`src/rtl/pixel_readout.sv`:
```
// rtl/pixel_readout.sv - captures one sample per selected pixel per frame into a tagged FIFO
// Output is a valid/ready stream of {data, index, first, last}, with frame completion tracking.
module pixel_readout #(
  parameter int pixel_count = 4,
  parameter int bit_depth   = 8,
  parameter int fifo_depth  = 4
) (
  input  logic                           clk,
  input  logic                           reset,
  input  logic                           erase,
  input  logic                           read,
  input  logic [$clog2(pixel_count)-1:0] pixel_select,
  input  logic [bit_depth-1:0]           pixel_data,
  output logic [bit_depth-1:0]           out_data,
  output logic [$clog2(pixel_count)-1:0] out_index,
  output logic                           out_first,
  output logic                           out_last,
  output logic                           out_valid,
  input  logic                           out_ready,
  output logic                           frame_done,
  output logic [7:0]                     frame_count,
  output logic                           overflow
);

  localparam int SW = $clog2(pixel_count);
  localparam int PW = $clog2(fifo_depth);
  localparam int CW = PW + 1;
  localparam logic [CW-1:0] FULL = CW'(fifo_depth);

  typedef struct packed {
    logic [bit_depth-1:0] data;
    logic [SW-1:0]        index;
    logic                 first;
    logic                 last;
  } entry_t;

  entry_t                   mem_q [fifo_depth];
  entry_t                   mem_d [fifo_depth];
  logic [pixel_count-1:0]   seen_q, seen_d;
  logic [PW-1:0]            wr_ptr_q, wr_ptr_d;
  logic [PW-1:0]            rd_ptr_q, rd_ptr_d;
  logic [CW-1:0]            count_q, count_d;
  logic                     frame_done_q, frame_done_d;
  logic [7:0]               frame_count_q, frame_count_d;
  logic                     overflow_q, overflow_d;

  logic                     sel_ok;
  logic [pixel_count-1:0]   onehot;
  logic                     cap;
  logic                     is_first;
  logic                     is_last;
  logic                     head_valid;
  logic                     pop;
  logic                     push;
  entry_t                   head;

  always_comb begin
    sel_ok     = 32'(pixel_select) < pixel_count;
    onehot     = sel_ok ? (pixel_count'(1) << pixel_select) : '0;
    // Out-of-range selects yield an empty onehot, so they can never capture.
    cap        = read & ~erase & sel_ok & ~(|(seen_q & onehot));
    is_first   = (seen_q == '0);
    is_last    = ((seen_q | onehot) == '1);
    head_valid = (count_q != '0);
    pop        = head_valid & out_ready;
    push       = cap & ((count_q != FULL) | pop);
  end

  always_comb begin
    mem_d         = mem_q;
    seen_d        = seen_q;
    wr_ptr_d      = wr_ptr_q;
    rd_ptr_d      = rd_ptr_q;
    count_d       = count_q;
    frame_done_d  = 1'b0;
    frame_count_d = frame_count_q;
    overflow_d    = overflow_q;

    if (erase) begin
      seen_d = '0;
    end else if (cap) begin
      seen_d = seen_q | onehot;
    end

    // A dropped capture still counts toward frame completion.
    if (cap && is_last) begin
      frame_done_d  = 1'b1;
      frame_count_d = frame_count_q + 8'd1;
    end

    if (cap && !push) begin
      overflow_d = 1'b1;
    end

    if (push) begin
      mem_d[wr_ptr_q] = '{data: pixel_data, index: pixel_select,
                          first: is_first, last: is_last};
      wr_ptr_d = wr_ptr_q + PW'(1);
    end

    if (pop) begin
      rd_ptr_d = rd_ptr_q + PW'(1);
    end

    if (push && !pop) begin
      count_d = count_q + CW'(1);
    end else if (pop && !push) begin
      count_d = count_q - CW'(1);
    end
  end

  always_ff @(posedge clk) begin
    if (reset) begin
      seen_q        <= '0;
      wr_ptr_q      <= '0;
      rd_ptr_q      <= '0;
      count_q       <= '0;
      frame_done_q  <= 1'b0;
      frame_count_q <= '0;
      overflow_q    <= 1'b0;
    end else begin
      seen_q        <= seen_d;
      wr_ptr_q      <= wr_ptr_d;
      rd_ptr_q      <= rd_ptr_d;
      count_q       <= count_d;
      frame_done_q  <= frame_done_d;
      frame_count_q <= frame_count_d;
      overflow_q    <= overflow_d;
    end
  end

  always_ff @(posedge clk) begin
    mem_q <= mem_d;
  end

  always_comb begin
    head        = mem_q[rd_ptr_q];
    out_valid   = head_valid;
    out_data    = head_valid ? head.data  : '0;
    out_index   = head_valid ? head.index : '0;
    out_first   = head_valid & head.first;
    out_last    = head_valid & head.last;
    frame_done  = frame_done_q;
    frame_count = frame_count_q;
    overflow    = overflow_q;
  end

endmodule

```
`config.mk`:
```
export PLATFORM = sky130hd
export DESIGN_NAME = pixel_readout
export DESIGN_NICKNAME = d
export VERILOG_FILES = /design/src/rtl/pixel_readout.sv
export SDC_FILE = /design/constraint.sdc
export NUM_CORES = 1
export LEC_CHECK = 0
export BUFFER_PORTS_ARGS = -buffer_cell sky130_fd_sc_hd__buf_2
export CAP_MARGIN = 20
export CORE_ASPECT_RATIO = 0.6
export CORE_UTILIZATION = 40
export DETAILED_ROUTE_END_ITERATION = 16
export GPL_TIMING_DRIVEN = 0
export PLACE_DENSITY = 0.66
export REMOVE_ABC_BUFFERS = 1
export SLEW_MARGIN = 20
export SYNTH_ARGS = -nofsm -noshare
export SYNTH_HDL_FRONTEND = slang
export SYNTH_SLANG_ARGS = --single-unit
```
`constraint.sdc`:
```
create_clock -name clk -period 3.1 [get_ports clk]
set_input_delay 0.465 -clock clk [delete_from_list [all_inputs] [get_ports clk]]
set_output_delay 0.465 -clock clk [all_outputs]
set_load 0.02 [all_outputs]
```
== After elaboration in Yosys (flattened, before gate mapping) ==
Cells that the tools add are included.
Cells by class
  magnitude comparators: 3
  div/mod/pow operators: 0
  add/sub/neg operators: 5
  reductions and logical operators: 12
  mux-type cells: 11
  eq/ne operators: 2
  shift-type cells: 1
  bitwise operators: 13
  $mul: 0
Operators by type and width (number)
  $bwmux W48: 1
  $mux W12: 3
  $bmux W12 S2: 1
  $demux W12 S2: 1
  $add A8 B1 Y8 const B: 1
  $mux W8: 1
  $and A1 B1 Y1: 6
  $ge A3 B3 Y1 const B: 2
  $mux W3: 2
  $not A2 Y3: 2
  $logic_and A1 B1 Y1: 5
  $add A2 B1 Y2 const B: 2
  $and A4 B4 Y4: 1
  $eq A4 B4 Y1 const B: 1
  $logic_not A4 Y1: 1
  $or A4 B4 Y4: 1
  $reduce_or A4 Y1: 1
  $shl A1 B2 Y4 const A: 1
  $add A3 B1 Y3 const B: 1
  $lt A3 B1 Y1 const B: 1
  $ne A3 B3 Y1 const B: 1
  $reduce_bool A3 Y1: 1
  $sub A3 B1 Y3 const B: 1
  $logic_not A1 Y1: 2
  6 further kinds: 7
Word-level totals
  output and inout port bits: 23
  memories: 0
  word-level logic and storage cells: 70
  memory bits (writable): 0
  latch bits: 0
  memory bits (read-only): 0
  bits of input ports: 15
  flip-flop bits (word level): 69

== Depth between registers and ports, before layout ==
  depth in word-level cells: 10
  gate-level depth with buffers: 10

== Worst setup path after synthesis ==
Ideal clock, no wire load.
  path type: input to register
  start: input port pixel_select[1]
  end: register count_q[2]
  arrival time: 2337 ps
  path slack: 693 ps
  stages on the path: 10
  library setup time: 71 ps
  data required time: 3029 ps
  cell sequence: buf_6 -> mux2i_1 -> a22oi_4 -> nor2_1 -> ha_1 -> inv_1 -> fa_1 -> xor2_1 -> or3_1 -> a21oi_1
On the way
  longest elaborated chain between the ends: 9
  elaborated cells on any way between the ends: 11
  those cells by class: shift (1); mux (1); bitwise (4); reduce/logical (5)
Ends and longest elaborated chain
  start, declared: line 12  | input logic [$clog2(pixel_count)-1:0] pixel_select,
  $shl A1 B2 Y4 *: line 59  | onehot = sel_ok ? (pixel_count'(1) << pixel_select) : '0;
  $and A4 B4 Y4 *: line 61  | cap = read & ~erase & sel_ok & ~(|(seen_q & onehot));
  $reduce_or A4 Y1 *: line 61
  $not A1 Y1 *: line 61
  $and A1 B1 Y1 *: line 61
  $and A1 B1 Y1 *: line 66  | push = cap & ((count_q != FULL) | pop);
  via push: line 54  | logic push;
  $logic_not A1 Y1: line 107  | end else if (pop && !push) begin
  $logic_and A1 B1 Y1: line 107
  $reduce_bool A2 Y1 (no source line)
  end signal, assigned: line 125  | count_q <= count_d;
  end, declared: line 42  | logic [CW-1:0] count_q, count_d;
Mark *: on every way through the listed nets, which the timed path passes. The rest lies on a longest branch.
A chain may end at the register's enable or synchronous reset.

== Final worst setup path ==
  start: register rd_ptr_q[0]
  end: output port out_index[0]
On the way
  longest elaborated chain between the ends: 5
Ends and longest elaborated chain
  start, declared: line 41  | logic [PW-1:0] rd_ptr_q, rd_ptr_d;
  start signal, assigned: line 124  | rd_ptr_q <= rd_ptr_d;
  $not A2 Y3 (not written as such): line 137  | head = mem_q[rd_ptr_q];
  $bmux W12 S2: line 137
  $mux W12 (not written as such) (2 in series): line 137
  $mux W2: line 140  | out_index = head_valid ? head.index : '0;
  end, declared: line 15  | output logic [$clog2(pixel_count)-1:0] out_index,
No other way between the ends. The select of a mux whose other input is x is not followed.

==> results.json <==
{
  "whs_path_depth": 1,
  "placed_cells": 338,
  "ys_types": 42,
  "finalClockSkew_ps": 4.67,
  "routabilityCongestion": 0.769,
  "ys_async_sr_fraction_pct": 0,
  "syn_to_final_growth_pct": 18.1,
  "holdBufCountCts": 0,
  "synth_cells": 206,
  "coreArea_mm2": 0.00736,
  "cts_tree": "built",
  "finalNetCount": 267,
  "avgViaCountPerCell": 5.01,
  "antenna_found_initial": 0,
  "cts_buffer_depth": 2,
  "cap_violations": 0,
  "cts_setup_buffers": 0,
  "syn_area_per_cell_um2": 14.9,
  "wl_mm": 5.49,
  "placed_area_mm2": 0.00333,
  "final_common_cell": "edfxtp_1",
  "critPathArrivalTime_ps": 2170,
  "clk_latency_ps": 330,
  "start_util_pct": 41.8,
  "required_ps": 2630,
  "regArea_mm2": 0.00186,
  "fin_cells": 353,
  "power.leakage_nw": 1.34,
  "worstReg2RegStart": "count_q[0]",
  "dieWidth_um": 115,
  "cts_root_buffer": "clkbuf_16",
  "vias": 1767,
  "die_h_um": 69.9,
  "wl_per_cell_um": 15.5,
  "path_max_fanout": 14,
  "io_buffers": 37,
  "synth_top_area_cell": "edfxtp_1",
  "r2r-end": "count_q[2]",
  "slew_viol_final": 0,
  "min_path_type": "in2reg",
  "fin_ws_ps": 463,
  "drc": 0,
  "synth_area_leaders": "edfxtp_1, dfxtp_1, mux4_2",
  "status": "completed",
  "cp-startpoint": "rd_ptr_q[0]",
  "setup_viol": 0,
  "drive_gt1_share_pct": 31.3,
  "ys.flop_type": "edfxtp_1",
  "cts_buffers": 9,
  "synth_top_area_share_pct": 46.9,
  "r2r_setup_slack_ps": 600,
  "end_kind": "output pin",
  "relSlewSlack_pct": 39.6,
  "grt_pass1_vias": 1691,
  "critPathKind": "reg2out",
  "dp_hpwl_mm": 3.67,
  "seq_area_frac_synth_pct": 60.5,
  "ir_worst_vdd_uv": 465,
  "fillerInstances": 648,
  "power.density_mw_per_mm2": 781,
  "ff2ff_path_depth": 8,
  "hold_violations": 0,
  "yosys_warnings": 0,
  "overflow": 0,
  "synth_edf_count": 48,
  "holdPathEnd": "mem_q[7]",
  "clk_pin_slew_worst_paths_ps": 50,
  "track_usage_pct": 15.3,
  "cts_resized": 0,
  "grt_max_degree": 30,
  "dieArea_mm2": 0.00805,
  "final.min_clock_period_ps": 2640,
  "drtIter0Drc": 55,
  "ios": 38,
  "layout.cells.most_common_list": "edfxtp_1, buf_2, dfxtp_1",
  "rows": 24,
  "cts-htree-levels": 3,
  "diodes": 0,
  "synthesis.area_mm2": 0.00308,
  "fmax_mhz": 379,
  "ys_seq_elements": 69,
  "worst_hold_slack_ps": 353,
  "fin_crit_sh_pct": 85.1,
  "final_antenna_net_count": 0,
  "firstDrtPassIters": 4,
  "max_slew.worst_pin.slew_ps": 905,
  "preCtsSetupSlack_ps": 315,
  "clock-sinks": 69,
  "grt_pass1_wl_mm": 8.72,
  "tns_ps": 0,
  "hold_path_startpoint": "pixel_data[3]",
  "rsz0062_at_grt": "false",
  "worstSetupStartpointType": "flop",
  "multi_input_area_mm2": 0.00113,
  "design_area_mm2": 0.00363
}
## critical path, stage by stage, from the launching register on
cell	delay [ps]
dfxtp_1	910
mux4_2	610
and2_1	170
buf_2	150
## state kept, by name (all words and copies together) (netlist names)
name         count
mem_q           48
wr_ptr_q         2
rd_ptr_q         2
count_q          3
frame_count      8
seen_q           4
frame_done       1
overflow         1
## logic make-up after synthesis
group / synth area share (%)
AND/OR/NAND/NOR: 12.8
multiplexers: 13.3
AO/OA/AOI/OAI: 6.39
adder cells (fa/ha/maj): 3.09
flip-flops: 60.5
buffers and inverters: 2.77
XOR/XNOR: 1.14
## report_power, final
group | switching [W] | internal (W) | leakage (nW) | total (W)
combinational | 0.000360 | 0.000303 | 0.588 | 0.000663
clock | 0.000350 | 0.000691 | 0.152 | 0.00104
sequential | 0.0000945 | 0.00104 | 0.600 | 0.00113
total | 0.000805 | 0.00203 | 1.34 | 0.00284
## synth_stat cells (2+ instances only)
master and count:
edfxtp_1 48, dfxtp_1 21, nor2_1 13, and2_1 12, mux4_2 12, nor2b_1 7, a211oi_2 6, ha_1 6
inv_1 6, mux2_1 6, nand3_1 6, and3_1 5, a21oi_1 4, a31oi_1 4, mux2i_1 4, nor3_1 4
xor2_1 4, buf_2 3, nand2_1 3, o21ai_0 3, and3b_4 2, buf_6 2, clkbuf_1 2, mux2_4 2
nand2b_1 2, nand4_1 2, or3_1 2
## cell type report
type | instances | share of cell area [%]
Inverter | 6 | 0.620
Clock inverter | 6 | 2.17
Sequential cell | 69 | 51.3
Clock buffer | 9 | 6.20
Multi-Input combinational cell | 122 | 31.1
Timing Repair Buffer | 37 | 5.10
Tap cell | 104 | 3.58
## stage by stage
step / power [W] / utilization [%]
2_1_floorplan: 0.00160 / -
3_3_place_gp: 0.00181 / 45.2
3_5_place_dp: 0.00183 / 45.2
4_1_cts: 0.00288 / 49.4
5_1_grt: 0.00298 / 49.4
6_report: 0.00284 / 49.4
## routing by layer
| layer | global-route usage (%) | wire, um | part of all wire [%] | up-vias |
|---|---|---|---|---|
| met1 | 20.2 | 2760 | 50 | 867 |
| met3 | 6.68 | 224 | 4.1 | 8 |
| met5 | 0 | 0 | 0 | - |
| met2 | 21.6 | 2400 | 44 | 30 |
| met4 | 7.07 | 102 | 1.9 | 0 |
| li1 | - | - | - | 862 |
## worst max path at each step
stage                   end  slack (ps)  cells after the start
3_5_place_dp     count_q[2]         320                     10
3_3_place_gp     count_q[2]         410                     10
4_1_cts            out_last         400                      3
5_1_grt            out_last         290                      3
6_report       out_index[0]         460                      3
2_1_floorplan    count_q[2]         790                      8
No activity file was read; power rests on OpenSTA's default activity.
